### config.mk
export PLATFORM = sky130hd
export DESIGN_NAME = rv32i_regfile_wb_arbiter
export DESIGN_NICKNAME = d
export VERILOG_FILES = /design/src/rtl/rv32i_regfile_wb_arbiter.sv
export SDC_FILE = /design/constraint.sdc
export NUM_CORES = 1
export LEC_CHECK = 0
export ABC_AREA = 1
export BUFFER_PORTS_ARGS = -buffer_cell sky130_fd_sc_hd__buf_4
export CAP_MARGIN = 20
export CORE_MARGIN = 2
export CORE_UTILIZATION = 50
export DETAILED_ROUTE_END_ITERATION = 6
export HOLD_SLACK_MARGIN = 0.03
export PLACE_DENSITY = 0.86
export SLEW_MARGIN = 20
export SYNTH_ARGS = -nofsm -noshare
export SYNTH_HDL_FRONTEND = slang
export SYNTH_SLANG_ARGS = --single-unit
export TNS_END_PERCENT = 50
### constraint.sdc
create_clock -name sys_clk -period 2.4 [get_ports sys_clk]
set_input_delay 0.48 -clock sys_clk [delete_from_list [all_inputs] [get_ports sys_clk]]
set_output_delay 0.48 -clock sys_clk [all_outputs]
set_load 0.05 [all_outputs]
### src/rtl/rv32i_regfile_wb_arbiter.sv
// ---------------------------------------------------------------------------
// rv32i_regfile_wb_arbiter
//   Owns the single write port of the RV32I register file.
//   - After reset, zero-scrubs x1..x31 because the register file has no reset.
//   - In RUN, round-robin arbitrates write-back between path A (ALU) and
//     path B (load / long-latency).
//   - Keeps a busy scoreboard for path-B destinations and raises hazard so
//     issue logic stalls on RAW/WAW against an outstanding long op.
//
// Ports
//   sys_clk, sys_reset             clock, async active-low reset
//   a_valid/a_rd/a_data/a_ready    ALU write-back request + accept
//   b_valid/b_rd/b_data/b_ready    load write-back request + accept
//   issue_valid/issue_long         instruction presented / completes via B
//   issue_rs1/issue_rs2/issue_rd   operands of the presented instruction
//   hazard                         1 = instruction must not issue this cycle
//   rf_we/rf_rd/rf_indata          register file write port
//   init_done                      1 once the scrub has finished
// ---------------------------------------------------------------------------
module rv32i_regfile_wb_arbiter #(
    parameter int XLEN     = 32,
    parameter bit SCRUB_EN = 1'b1
) (
    input  logic            sys_clk,
    input  logic            sys_reset,
    input  logic            a_valid,
    input  logic [4:0]      a_rd,
    input  logic [XLEN-1:0] a_data,
    output logic            a_ready,
    input  logic            b_valid,
    input  logic [4:0]      b_rd,
    input  logic [XLEN-1:0] b_data,
    output logic            b_ready,
    input  logic            issue_valid,
    input  logic            issue_long,
    input  logic [4:0]      issue_rs1,
    input  logic [4:0]      issue_rs2,
    input  logic [4:0]      issue_rd,
    output logic            hazard,
    output logic            rf_we,
    output logic [4:0]      rf_rd,
    output logic [XLEN-1:0] rf_indata,
    output logic            init_done
);

    typedef enum logic {SCRUB, RUN} state_t;

    state_t      state;
    logic [4:0]  cnt;
    logic [31:0] busy;
    logic        prio;      // 0: A wins a tie, 1: B wins a tie

    logic        gnt_a, gnt_b;
    logic [31:0] busy_rd;
    logic        hz;

    // x0 is never a real destination, so it never reads busy.
    assign busy_rd = {busy[31:1], 1'b0};

    // Note: a register being cleared by a B grant this cycle still reads busy.
    assign hz = busy_rd[issue_rs1] | busy_rd[issue_rs2] | busy_rd[issue_rd];

    assign gnt_a = (state == RUN) && a_valid && (!b_valid || !prio);
    assign gnt_b = (state == RUN) && b_valid && (!a_valid ||  prio);

    // Outputs are forced inactive while reset is held, independent of state.
    always_comb begin
        rf_we     = 1'b0;
        rf_rd     = '0;
        rf_indata = '0;
        a_ready   = 1'b0;
        b_ready   = 1'b0;
        hazard    = 1'b1;
        init_done = 1'b0;
        if (sys_reset) begin
            if (state == SCRUB) begin
                rf_we = 1'b1;
                rf_rd = cnt;
            end else begin
                init_done = 1'b1;
                hazard    = hz;
                a_ready   = gnt_a;
                b_ready   = gnt_b;
                if (gnt_a) begin
                    rf_we     = (a_rd != 5'd0);
                    rf_rd     = a_rd;
                    rf_indata = a_data;
                end else if (gnt_b) begin
                    rf_we     = (b_rd != 5'd0);
                    rf_rd     = b_rd;
                    rf_indata = b_data;
                end
            end
        end
    end

    always_ff @(posedge sys_clk or negedge sys_reset) begin
        if (!sys_reset) begin
            state <= SCRUB_EN ? SCRUB : RUN;
            cnt   <= 5'd1;
            busy  <= '0;
            prio  <= 1'b0;
        end else begin
            case (state)
                SCRUB: begin
                    cnt <= cnt + 5'd1;
                    if (cnt == 5'd31) state <= RUN;
                end
                default: begin
                    // Point priority at whoever lost (or was absent).
                    if (gnt_a)      prio <= 1'b1;
                    else if (gnt_b) prio <= 1'b0;
                    // Clear and set never hit the same index: WAW blocks the set.
                    if (gnt_b && b_rd != 5'd0) busy[b_rd] <= 1'b0;
                    if (issue_valid && issue_long && !hz && issue_rd != 5'd0)
                        busy[issue_rd] <= 1'b1;
                end
            endcase
        end
    end

endmodule

* Word level (Yosys, flattened, before mapping)
Cells that the tools add are included.
** Storage, ports and cells
- Flip-flop bits (word level) :: 39
- Input port bits :: 95
- Logic and storage cells :: 75
** Operators by class
- Add/sub/neg operators :: 1
- Magnitude comparators :: 6
- Equality and inequality tests :: 1
- Mux-type cells :: 37
- Bitwise logic cells :: 5
- Reductions and logical operators :: 21
** Operator list (count)
- 2-to-1 mux 32 bit :: 7
- AND 32 bit :: 1
- NOT 32 bit :: 1
- OR 32 bit :: 1
- < comparator 5 x 6 -> 1 bit, second input constant :: 4
- 2-to-1 mux 1 bit :: 21
- 2-to-1 mux 5 bit :: 4
- binary-select mux 1 bit (select 5 bit) :: 3
- nonzero test 5 bit :: 3
- demux 1 bit (select 5 bit) :: 2
- >= comparator 5 x 1 -> 1 bit, second input constant :: 2
- logical AND 1 bit :: 10
- adder 5 x 1 -> 5 bit, second input constant :: 1
- == test 5 bit, second input constant :: 1
- logical NOT 1 bit :: 4
- logical OR 1 bit :: 2
- OR 1 bit :: 2
- AND reduction 2 bit :: 1
- nonzero test 2 bit :: 1

* Logic depth before layout (Yosys ltp)
Gate-level depths: netlist of run 1.
- Depth after elaboration :: 10
- Mapped depth :: 14
- Gate-level depth less buffers :: 12

* Least setup slack after synthesis of run 1
No wires, ideal clock.
- Kind :: input to output
- Start point :: input b_valid
- End point :: output rf_indata[11]
- Arrival :: 2.013 ns
- Data required time :: 1.920 ns
- Slack :: -0.093 ns
- Cell stages on the path :: 7
- Buffers on the path :: 2
- Path through :: nand2_1 -> nand3_1 -> inv_1 -> buf_2 -> buf_1 -> nand2_1 -> a21oi_1
** Between the ends
- Longest elaborated chain between the ends :: 6
** RTL lines
- start: declaration :: line 30 : input logic b_valid,
- logical AND 1 bit / logical NOT 1 bit (equally long branches) :: line 64, 63
- logical AND 1 bit / logical OR 1 bit (equally long branches) :: line 64, 63
- 2-to-1 mux 32 bit / logical AND 1 bit (equally long branches) :: line 88, 63
- 2-to-1 mux 32 bit (*) :: line 84 : if (gnt_a) begin
- 2-to-1 mux 32 bit (*) :: line 76 : if (state == SCRUB) begin
- 2-to-1 mux 32 bit (*) :: line 75 : if (sys_reset) begin
- end: declaration :: line 42 : output logic [XLEN-1:0] rf_indata,
Mark *: on every way between the ends. The rest lies on a longest branch, timed or not.

* Final worst setup path of run 1
- Start point :: register prio
- End point :: output rf_we
** Between the ends
- Longest elaborated chain between the ends :: 6
** RTL lines
- start: declaration :: line 51 : logic prio;
- start signal: assignment :: line 102 : prio <= 1'b0;
- start signal: assignment :: line 111 : if (gnt_a) prio <= 1'b1;
- start signal: assignment :: line 112 : else if (gnt_b) prio <= 1'b0;
- logical OR 1 bit / logical NOT 1 bit (equally long branches) :: line 64, 63
- logical AND 1 bit / logical OR 1 bit (equally long branches) :: line 64, 63
- 2-to-1 mux 1 bit / logical AND 1 bit (equally long branches) :: line 88, 63
- 2-to-1 mux 1 bit (*) :: line 84
- 2-to-1 mux 1 bit (*) :: line 76
- 2-to-1 mux 1 bit (*) :: line 75
- end: declaration :: line 40 : output logic rf_we,
Marks and branches as above.

==> summary.md, run 1 <==
Global routing used 34.4% of the available tracks across all layers. The arrival time of the worst setup path came out at 1790 ps. The number of detailed-routing iterations run before antenna repair is 7. Buffers inserted to repair hold after CTS numbered 0. The synthesized design contains 38 register bits. Dividing the final minimum period by the clock period gives 94.5%. The total number of nets in the final design is 836, and the global route total overflow is 0. The sequential share of the synthesized area was 26.4%. Via count of the first global-routing pass: 4352. The worst setup path is captured at an output port.

The number of standard-cell rows in the floorplan was 30. When the netlist entered floorplanning its net count stood at 713. The number of antenna violations at the first check in global routing is 0. The tools report the number of diodes as 0. For the static power due to leakage, the log shows 0.00258 uW. In the synthesized netlist the async set-or-reset flop fraction comes to 100%. The net load switching power is 861 uW. Routability-driven placement finished with a final weighted congestion of 1.08. Detailed routing inserted a total of 4781 vias. Setup repair after global routing left no endpoint under its margin. The number of buffers created by CTS is 5. The floorplan step defined a core boundary enclosing 6870 sq um. TritonCTS built the clock tree. The first global-routing pass estimated 21300 um of wire. The die covers 7910 sq um. The tools report the total number of clock tree sinks as 38. The via density per instance was 5.72; the logic gate share of total power was 41.0%.

In the layout the commonest cells are nand2_1, buf_4, inv_1. After detailed placement, the total cell area comes to 4690 sq um. The share of layout cells above drive strength 1 was 25.7%. The run finished with clean final reports.

Setup violations remaining at the end of the flow were counted as 0. Dividing total power by cell area gives a power density of 444 nW/um^2. Of all nets on the critical path, the largest fanout is 6. Leaving out fill and tap cells, the most frequent cell in the layout is nand2_1.

The synthesized area divided by synthesized cell count was 5.86 sq um; the top-area cell type share of the netlist area was 25.7%. The layout has 622 filler cells. The number of design-rule violations left by the first detailed-router iteration came out at 496. Once detailed placement completed, the half-perimeter wirelength came to 10200 um. The mapped netlist covers 3610 sq um. The tools report the worst hold margin as 130 ps. In this run, flip-flops and latches consume 32.6% of the power. For the clock tree buffer depth, the log shows 2. The tightest min-delay check is of the input port to asynchronous set/reset pin type. After detailed routing, the average wire length per cell comes to 15.8 um. The worst setup path is of the register to output port kind. Clock network fraction of total power: 26.5%. The tools report the count of max-cap constraint violations as 0. The headroom to the max-slew limit was 33.7%; the insertion delay to the later sink of the worst-skew pair was 300 ps. Input and output buffers added on the ports amount to 136.

The hold violation total from the final report is 0, and the critical path data required time is 1920 ps. The die height is 88.9 um, and the number of slew-limit violations in the final report is 0. Clock transition at the register clock pins on the worst setup and hold paths after CTS: 80 ps. The worst setup path is launched from a register. The routed wire length came out at 13200 um. The tools report the post-CTS repair timing setup buffer count as 0. Final antenna-violating net count: 0. VDD sags by at most 0.320 mV. For the starting utilization of the core area, the log shows 52.5%. Entering global routing, the biggest net connects 34 pins. During synthesis, Yosys emitted a total of 0 warnings. The tools report the post-synthesis instance total as 616. In this run switching power makes up 40.2% of total power.

Of all cell types, the one taking the most synthesized area is dfrtp_1. In this run the clock root is driven by a clkbuf_8. The tools report the maximum operating frequency as 0.441 GHz.

H-tree depth: 2. The die boundary width was 88.9 um. The transition time at the pin with the least slew margin is 993 ps.

On the final layout, the worst clock skew is 3.52 ps. Synthesis instantiated 32 different standard cells from the library. Yosys attributes the largest share of cell area to dfrtp_1, nand2_1, nand3_1.

Among all flip-flop cells after synthesis, the most frequent one is dfrtp_1. The number of synthesized flops with an enable pin was 0. Final critical delay including setup and external delays: 2270 ps. The layout overhead on the synthesized area came out at 33.7%. In the routed design, unresolved DRC markers number 0. Internal portion of total power: 1280 uW. After layout, the design draws a total of 2140 uW.

137 I/O pins were placed. The finished cells cover 4820 sq um.
==> cell usage after synthesis, types with 2 or more instances <==
cell type / count
o211ai_1: 3
o221ai_1: 2
xor2_1: 2
nor2_1: 38
o21ai_1: 7
or2_2: 2
nand4_1: 34
nand2_1: 209
nand2_2: 4
nor3_1: 9
dfrtp_1: 37
buf_2: 8
buf_1: 5
inv_2: 4
buf_4: 3
o21ai_0: 40
inv_1: 72
clkbuf_1: 5
buf_6: 9
nor2_2: 3
nand3_1: 69
a21oi_1: 34
o22ai_1: 7
ha_1: 2
==> sequential cells by signal (all words and copies together) (netlist names) <==
register  flops
busy         31
cnt           5
prio          1
state         1
==> worst max-delay path, cell delays in order (launching register included) <==
cell	delay, ps
dfrtp_1	350
inv_1	50
nand2_1	40
and3_2	260
nand2_1	70
inv_1	90
o21ai_0	90
a21oi_1	260
buf_4	260
==> power by group through the flow <==
stage / clock network, uW / logic [uW] / registers, uW
3_5_place_dp: 0 / 854 / 709
3_3_place_gp: 0 / 841 / 707
5_1_grt: 588 / 946 / 701
2_1_floorplan: 0 / 551 / 699
6_report: 568 / 878 / 698
4_1_cts: 563 / 858 / 696
==> cell type report <==
class	instances	area, sq um	area share (%)
multi-input combinational	469	2220	46.0
clock buffer	5	68.8	1.43
inverter	79	303	6.28
timing repair buffer	146	1120	23.1
sequential	38	952	19.7
clock inverter	3	45.0	0.934
tap	96	120	2.49
==> kinds of logic (layout without fill, tap and decap cells) <==
kind of cell | Yosys count | count (layout) | synth area share, %
flops | 38 | 38 | 26.4
xor+xnor | 2 | 2 | 0.486
simple gates | 371 | 371 | 44.6
fa+ha+maj | 2 | 2 | 0.694
buf+inv | 109 | 233 | 14.0
compound gates | 94 | 94 | 13.8
==> final timing paths <==
kind,from,to,slack (ps),depth (start not counted)
setup / recovery,prio,rf_we,130,8
hold reg to reg,cnt[0],cnt[0],490,2
hold / removal,sys_reset,busy[9],130,2
max in group asynchronous,sys_reset,prio,1680,3
setup reg to reg,busy[25],busy[31],500,12
min in group sys_clk,cnt[0],cnt[0],490,2
==> layer usage <==
| layer | vias up | global-route usage (%) | part of all wire [%] |
|---|---|---|---|
| li1 | 2260 | - | - |
| met1 | 2159 | 47.6 | 40 |
| met2 | 315 | 56.0 | 47 |
| met3 | 47 | 5.63 | 9.9 |
| met4 | 0 | 10.0 | 3.0 |
| met5 | - | 0 | 0 |
==> per-stage QoR <==
step	setup slack, ps	setup TNS (ps)	instances	util [%]
5_1_grt	6.23	0	836	70.2
2_1_floorplan	-93.0	-876	616	-
3_5_place_dp	165	0	828	68.2
6_report	132	0	836	70.2
3_3_place_gp	170	0	828	68.2
4_1_cts	90.5	0	836	69.9
==> what timing repair did <==
action                                 in CTS  in global routing
endpoints found under the hold margin       0                  0
setup endpoints to repair                   0                  6
resized for setup                           0                  8
Power figures use the tool's default switching activity.
==> run 2: changes to the inputs <==
- ABC_AREA: 1 -> unset
- CAP_MARGIN: 20 -> 40
- CORE_UTILIZATION: 50 -> 49
- SLEW_MARGIN: 20 -> unset
==> run 2 against run 1 <==
The flow now finishes with violations (setup timing). Combinational power rose by 22%. Global-route usage rose by 0.079 points. Flip-flop and latch count did not move. Hold slack improved by 390 ps. First-iteration DRC count fell by 8.9%. Synthesized area fell by 6.8%. Cell count fell by 23%. Power rose by 11%. Utilization rose by 9.5 points. Clock-buffer cell count rose by 2. Non-clock buffer count rose by 62. Critical endpoint is now hazard. Largest power group unchanged.
==> summary.md, run 2 <==
The via density per instance is 6.56 (+15%), and the worst hold margin is 522 ps (+392 ps). The synthesized area divided by synthesized cell count works out to 8.73 sq um (+49%). Ranked by total cell area, the synthesized netlist is headed by dfrtp_1, a22oi_1, mux2i_1.

The count of state elements after synthesis was 38 (unchanged). The largest registers in the layout are busy (31), cnt (5). The tools report the vias after detailed routing as 4240 (-11%). The signal on the critical path passes through mux4_2 -> mux2_4 -> and3_4 -> nor4_4 -> and2_4 -> nand4_1 -> buf_6. The number of design-rule violations left by the first detailed-router iteration is 452 (-8.9%), and the transition time at the pin with the least slew margin is 714 ps (-280 ps). The detailed-route wire length per cell was 22.0 um (+39%). The number of cells on the worst reg-to-reg path is 9 (-3).

Leaving out fill and tap cells, the most frequent cell in the layout is buf_4. The delay contributed by the slowest stage of the critical path is 480 ps (+130 ps). Global-route wire length before repair: 20000 um (-6.3%). The net load switching power is 896 uW (+4.0%), and the share of layout cells above drive strength 1 is 50.0% (+24 points). The H-tree depth was 2 (unchanged).

In this run the critical register-to-register path is captured at busy[28]. The final critical delay including setup and external delays is 2920 ps (+653 ps). The logs give 10300 um (+0.58%) for the HPWL after detailed placement and -180 ps (-680 ps) for the register-to-register setup slack. I/O pin count: 137 (unchanged). The hold violation total from the final report was 0 (unchanged). The critical-path maximum fanout came out at 2 (-4).

Setup repair after global routing could not meet its margin everywhere. The instance area after placement is 4920 sq um (+5.0%). The total area of multi-input combinational cells is 2520 sq um (+13%), and the via count of the first global-routing pass is 4066 (-6.6%).

The run gives 2370 uW (+11%) as the overall power. The tools report the number of standard-cell rows in the floorplan as 30 (unchanged). The cell area power density was 443 nW/um^2 (-0.33%); the global routing usage summed across all routing layers was 34.5% (+0.079 points). The top-area cell type share of the netlist area is 27.6% (+1.9 points). The logic gate share of total power is 45.0% (+4.0 points), and the total setup violations reported at the end of the flow is 32 (+32). The switching power as a share of total power was 37.8% (-2.4 points). Worst-case setup slack after placement: -452 ps (-617 ps).

The peak supply drop is 0.269 mV (-16%). The weighted congestion reported at the end of routability-driven placement was 0.941 (-13%). The run gives 300 ps (about the same) as the insertion delay to the later sink of the worst-skew pair. The die height works out to 86.8 um (-2.4%). The tools report the category of the worst setup path launch point as a register. The tools report the final antenna-violating net count as 0 (unchanged). TritonCTS built the clock tree. For the count of max-cap constraint violations, the log shows 0 (unchanged). The number of port buffers is 136 (unchanged). The routed wire length is 14200 um (+7.2%), and the async set-or-reset flop fraction in the synthesized netlist is 100% (unchanged). The die boundary width was 86.8 um (-2.4%). The flow ran to the end, but the final reports show violations.

The starting utilization of the core area was 50.0% (-2.5 points); the share of the clock period used by the worst path was 122% (+27 points). The worst register-to-register path begins at busy[13]. The number of detailed-routing iterations run before antenna repair was 6 (-1). STA classifies the critical path endpoint as an output port.

The logs give 0 (unchanged) for the global route total overflow and 7540 sq um (-4.7%) for the die outline area. The total DRC errors in the routed layout is 0 (unchanged), and the count of unique library cells instantiated by Yosys is 55 (+72%). The run gives 9.15 ps (+5.63 ps) as the worst clock skew. For the total number of clock tree sinks, the log shows 38 (unchanged).

The most critical setup path has its endpoint at hazard. Number of flip-flops in the largest register: 31 (unchanged). The class of the most critical hold timing path is register to register. The logs give 1920 ps (about the same) for the critical path data required time and 1480 uW (+15%) for the internal portion of total power.

The tools report the arrival time of the worst setup path as 2440 ps (+650 ps). The final critical-path setup slack came out at -521 ps (-653 ps). Among all flip-flop cells after synthesis, the most frequent one is dfrtp_1. The maximum operating frequency is 0.342 GHz (-22%). For the post-synthesis instance total, the log shows 385 (-38%). The tools report the pin count of the biggest net entering global routing as 36 (+5.9%).

On the critical path, the stage with the largest delay is an instance of mux4_2. The run gives 28.3% (+1.9 points) as the sequential share of the synthesized area. The core region area is 6720 sq um (-2.2%), and the layout overhead on the synthesized area is 59.3%.

The total number of nets in the final design is 662 (-21%). The most frequent cell after synthesis is nor2_1. The synthesized net count came out at 482 (-32%). The checks that failed: setup timing. The most flop-heavy register was busy.

The static power due to leakage is 0.00245 uW (-5.0%), and the area taken by flip-flops and latches is 952 sq um (unchanged). For the number of diodes, the log shows 0 (unchanged). The sequential cell fraction of total power was 30.4% (-2.2 points); the headroom to the max-slew limit was 52.3% (+19 points). The clock transition at the register clock pins on the worst setup and hold paths after CTS works out to 80 ps (about the same). The biggest area contributor in the post-synthesis netlist is dfrtp_1. The number of slew-limit violations in the final report came out at 0 (unchanged).

The count of synthesis-stage warnings from yosys is 0 (unchanged), and the clock network fraction of total power is 24.6% (-1.9 points). The launch point of the critical path is busy[13]. The number of buffers created by CTS came out at 5 (unchanged). The number of synthesized flops with an enable pin is 0 (unchanged).

The buffer cell driving the clock tree root is clkbuf_8. The run gives 2 (unchanged) as the clock tree buffer depth. The filler cell count was 443 (-29%); the post-synth design cell area was 3360 sq um (-6.8%). Number of antenna violations at the first check in global routing: 0 (unchanged).

The setup path with the least slack is of type register to output port. In the layout the commonest cells are buf_4, o21ai_0, dfrtp_1. Sorting the synthesized cells by how often they occur yields nor2_1, o21ai_0, dfrtp_1, a22oi_1, mux2i_1. The post-layout instance area is 5360 sq um (+11%).
[run 2: cell count changes after synthesis, sizes merged, moves of 23 or more]
cell | previous run | this run
nand4 | 34 | 5
a22oi | 0 | 34
nand3 | 69 | 13
inv | 76 | 7
nand2 | 213 | 18
a21oi | 34 | 7
mux2i | 0 | 23
[run 2: critical path: cells and delay by family (launching register included)]
| family | cells | cell delay, ps |
|---|---|---|
| flip-flops | 1 | 420 |
| multiplexers | 2 | 760 |
| AND/OR/NAND/NOR | 4 | 770 |
| buffers and inverters | 1 | 200 |
[run 2: worst min path at each step]
stage | startpoint | end | slack (ps) | depth (start not counted)
finish | cnt[2] | cnt[2] | 520 | 1
global route | cnt[2] | cnt[2] | 550 | 1
CTS | cnt[2] | cnt[2] | 520 | 1
detailed placement | sys_reset | busy[2] | 320 | 1
global placement | sys_reset | busy[1] | 320 | 1
floorplan | sys_reset | busy[10] | 180 | 0
[run 2: logic make-up (layout without fill, tap and decap cells)]
group / after synthesis / in the layout / synth area share [%]
multiplexers: 42 / 42 / 16.1
buffers and inverters: 42 / 223 / 7.07
AND/OR/NAND/NOR: 129 / 129 / 20.6
flip-flops: 38 / 38 / 28.3
XOR/XNOR: 3 / 3 / 0.782
adder cells (fa/ha/maj): 2 / 2 / 0.744
AO/OA/AOI/OAI: 129 / 129 / 26.4
[run 2: per-layer routing]
layer  wire, um  vias to the layer above  global-route usage, %  share of wire, %
met4        982                        0                   18.9               6.9
li1           -                     1839                      -                 -
met1       4730                     1961                   39.7                33
met2       7110                      338                   60.4                50
met5          0                        -                      0                 0
met3       1370                      102                   5.90               9.7
[run 2: timing repair]
action | in CTS | in global routing
pin swaps | 3 | 3
hold buffers | 1 | 0
buffers inserted | 3 | 5
endpoints found under the hold margin | 3 | 0
gates resized for setup | 6 | 38
endpoints found under the setup margin | 24 | 32
[run 2: metrics by stage]
stage	instances	TNS, ps	util, %
3_3_place_gp	630	-5950	73.2
2_1_floorplan	385	-5390	-
6_report	646	-3410	79.7
4_1_cts	641	-984	75.7
5_1_grt	646	-5140	79.7
3_5_place_dp	630	-7920	73.2
[run 2: power groups by stage]
| stage | Clock, uW | Combinational (uW) | Sequential [uW] |
|---|---|---|---|
| 2_1_floorplan | 0 | 552 | 717 |
| 3_3_place_gp | 0 | 933 | 727 |
| 3_5_place_dp | 0 | 952 | 730 |
| 4_1_cts | 568 | 970 | 717 |
| 5_1_grt | 604 | 1120 | 723 |
| 6_report | 583 | 1070 | 721 |
[run 2: final cells by class]
| cell class | instances | share of cell area (%) |
|---|---|---|
| clock buffer | 7 | 1.61 |
| clock inverter | 1 | 0.561 |
| inverter | 7 | 0.491 |
| multi-input combinational | 305 | 47.0 |
| sequential | 38 | 17.8 |
| tap | 80 | 1.87 |
| timing repair buffer | 208 | 30.7 |
==> run 3: changes to the inputs <==
--- a/config.mk
+++ b/config.mk
@@ -9,2 +9,3 @@
 export CAP_MARGIN = 40
+export CORE_ASPECT_RATIO = 0.6
 export CORE_MARGIN = 2
==> constraint.sdc (replaced) <==
create_clock -name sys_clk -period 2.4 [get_ports sys_clk]
set_input_delay 0.24 -clock sys_clk [delete_from_list [all_inputs] [get_ports sys_clk]]
set_output_delay 0.24 -clock sys_clk [all_outputs]
set_load 0.05 [all_outputs]
==> run 3 against run 2 <==
The flow finishes with violations (DRC, setup timing). First-iteration DRC count increased by 21%. Utilization decreased by 4.4 points. Critical path depth is 1 higher. Largest power group unchanged. Highest routed layer unchanged.
==> summary.md, run 3 (synthesis results as in run 2) <==
The run gives 4065 (-4.1%) as the vias after detailed routing. TritonCTS built the clock tree. The tools report the sequential cell fraction of total power as 30.7% (+0.3 points). The post-layout instance area was 5000 sq um (-6.6%); the via count of the first global-routing pass was 3541 (-13%).

For the arrival time of the worst setup path, the log shows 2450 ps (about the same). The worst setup path is of the register to output port kind. The final critical delay including setup and external delays was 2690 ps (-227 ps). The layout overhead on the synthesized area is 48.9%, and the cell count after placement is 606 (-3.8%).

Setup repair after global routing could not meet its margin everywhere. The share of layout cells above drive strength 1 was 44.9% (-5.1 points). For the I/O pin count, the log shows 137 (unchanged).

For the global-route wire length before repair, the log shows 18800 um (-6.1%). The cell area power density was 476 nW/um^2 (+7.5%); the share of the clock period used by the worst path was 112% (-9.4 points). The logs give 38 (unchanged) for the total number of clock tree sinks and 40 (+11%) for the pin count of the biggest net entering global routing. The number of standard-cell rows in the floorplan came out at 23 (-23%).

The largest registers in the layout are busy (31), cnt (5). The insertion delay to the later sink of the worst-skew pair is 290 ps (about the same). The die outline area was 7560 sq um (+0.29%). The static power due to leakage is 0.00228 uW (-7.1%), and the critical path data required time is 2160 ps (+240 ps). The path class of the tightest hold or removal check is input port to register. The total setup violations reported at the end of the flow is 23 (-28%), and the final critical-path setup slack is -294 ps (+227 ps). The clock network fraction of total power came out at 28.2% (+3.6 points). The most flop-heavy register is busy.

The core region area was 6650 sq um (-1.1%); the headroom to the max-slew limit was 63.4% (+11 points). The global route total overflow was 0 (unchanged); the number of detailed-routing iterations run before antenna repair was 7 (+1). The critical-path maximum fanout came out at 2 (unchanged).

The die boundary width works out to 111 um (+28%). For the instance area after placement, the log shows 4610 sq um (-6.3%). For the total area of multi-input combinational cells, the log shows 2410 sq um (-4.2%).

The hold violation total from the final report is 0 (unchanged). The root buffer cell chosen for the clock tree is clkbuf_16. The maximum operating frequency is 0.371 GHz (+8.4%), and the final antenna-violating net count is 0 (unchanged). The logs give 1500 uW (+1.3%) for the internal portion of total power and 952 sq um (unchanged) for the area taken by flip-flops and latches. The number of port buffers was 136 (unchanged); the clock transition at the register clock pins on the worst setup and hold paths after CTS was 60 ps (-20 ps).

The run gives 5 (unchanged) as the number of buffers created by CTS. The net load switching power is 886 uW (-1.1%). The H-tree depth was 2 (unchanged); the logic gate share of total power was 41.1% (-3.9 points). The number of diodes came out at 0 (unchanged). Utilization after layout: 75.3% (-4.4 points).

STA classifies the critical path startpoint as a register. The logs give 13200 um (-6.7%) for the routed wire length and -112 ps (+340 ps) for the worst-case setup slack after placement. The worst clock skew is 4.17 ps (-4.98 ps), and the number of design-rule violations left by the first detailed-router iteration is 548 (+21%). The number of flip-flops in the largest register works out to 31 (unchanged). The total DRC errors in the routed layout is 1 (+1).

The switching power as a share of total power is 37.2% (-0.56 points). The logs give 31.9% (-2.6 points) for the global routing usage summed across all routing layers and 0 (unchanged) for the number of antenna violations at the first check in global routing. The run gives 628 (-5.1%) as the total number of nets in the final design.

The commonest non-fill, non-tap cell in the layout was buf_4. The detailed-route wire length per cell is 21.4 um (-2.7%). Weighted congestion reported at the end of routability-driven placement: 0.978 (+3.9%). The top cell types in the final layout, fill and taps aside, are buf_4, nor2_1, o21ai_0. The transition time at the pin with the least slew margin works out to 547 ps (-166 ps). The starting utilization of the core area is 50.6% (+0.54 points), and the filler cell count is 446 (+0.68%).

Count of max-cap constraint violations: 0 (unchanged). The run finished, with violations left. The final standard cell count with taps included and fillers excluded is 619 (-4.2%), and the via density per instance is 6.57 (about the same). The run gives 9390 um (-8.7%) as the HPWL after detailed placement. The die height works out to 68.2 um (-21%).

The peak supply drop came out at 0.380 mV (+41%). Element type at the critical path end: an output port. The checks that failed: DRC, setup timing. The run gives 2 (unchanged) as the clock tree buffer depth.

The number of slew-limit violations in the final report was 0 (unchanged).
==> run 3: changes by cell type in the layout (fill, tap and decap cells not counted), sizes merged <==
cell	change
bufinv	-1
buf	-35
nand4	+1
clkinv	+1
==> run 3: what timing repair did <==
item / 4_1_cts / 5_1_grt
pin swaps: 0 / 2
buffers inserted: 2 / 0
resized for setup: 19 / 21
setup endpoints to repair: 19 / 32
hold buffers: 1 / 0
gates cloned: 2 / 0
hold endpoints to repair: 7 / 0
==> run 3: routing by layer <==
metal | global-route usage [%] | part of all wire [%] | up-vias | wire length (um)
li1 | - | - | 1773 | -
met1 | 44.3 | 40 | 1892 | 5280
met2 | 46.5 | 43 | 340 | 5680
met3 | 14.1 | 15 | 60 | 1990
met4 | 5.94 | 2.3 | 0 | 298
met5 | 0 | 0 | - | 0
==> run 3: worst max-delay path, cell delays in order (launching register included) <==
cell,delay (ps)
dfrtp_1,380
mux4_2,480
mux2_4,280
and3_4,160
nor4_4,300
buf_4,170
and2_4,120
nand4_1,100
buf_6,180
==> run 3: final cells by class <==
class,count,share of cell area [%]
Sequential cell,38,19.0
Tap cell,87,2.18
Multi-Input combinational cell,306,48.2
Timing Repair Buffer,173,27.1
Clock buffer,7,2.85
Clock inverter,1,0.100
Inverter,7,0.525
==> run 3: stage by stage <==
step / power (uW) / setup TNS (ps) / hold WS [ps]
2_1_floorplan: 1250 / -1120 / -55.6
3_3_place_gp: 1600 / -20.7 / 72.3
3_5_place_dp: 1620 / -1070 / 75.0
4_1_cts: 2310 / -2130 / 312
5_1_grt: 2460 / -6000 / 319
6_report: 2380 / -4330 / 311
==> run 3: path summary, 6_finish.rpt <==
kind / start / to / slack (ps) / cells past startpoint
min: a_valid / prio / 310 / 3
min reg2reg: cnt[0] / cnt[0] / 510 / 1
max reg2reg: busy[13] / busy[25] / -250 / 9
min in group asynchronous: sys_reset / cnt[2] / 320 / 2
max: busy[13] / hazard / -290 / 8
max in group asynchronous: sys_reset / busy[26] / 1440 / 3
==> run 3: power groups by stage <==
stage	Combinational, uW	Clock, uW	Sequential (uW)
after floorplan	536	0	717
after global placement	865	0	732
after detailed placement	885	0	735
after CTS	924	663	724
after global routing	1030	699	731
final	980	671	731
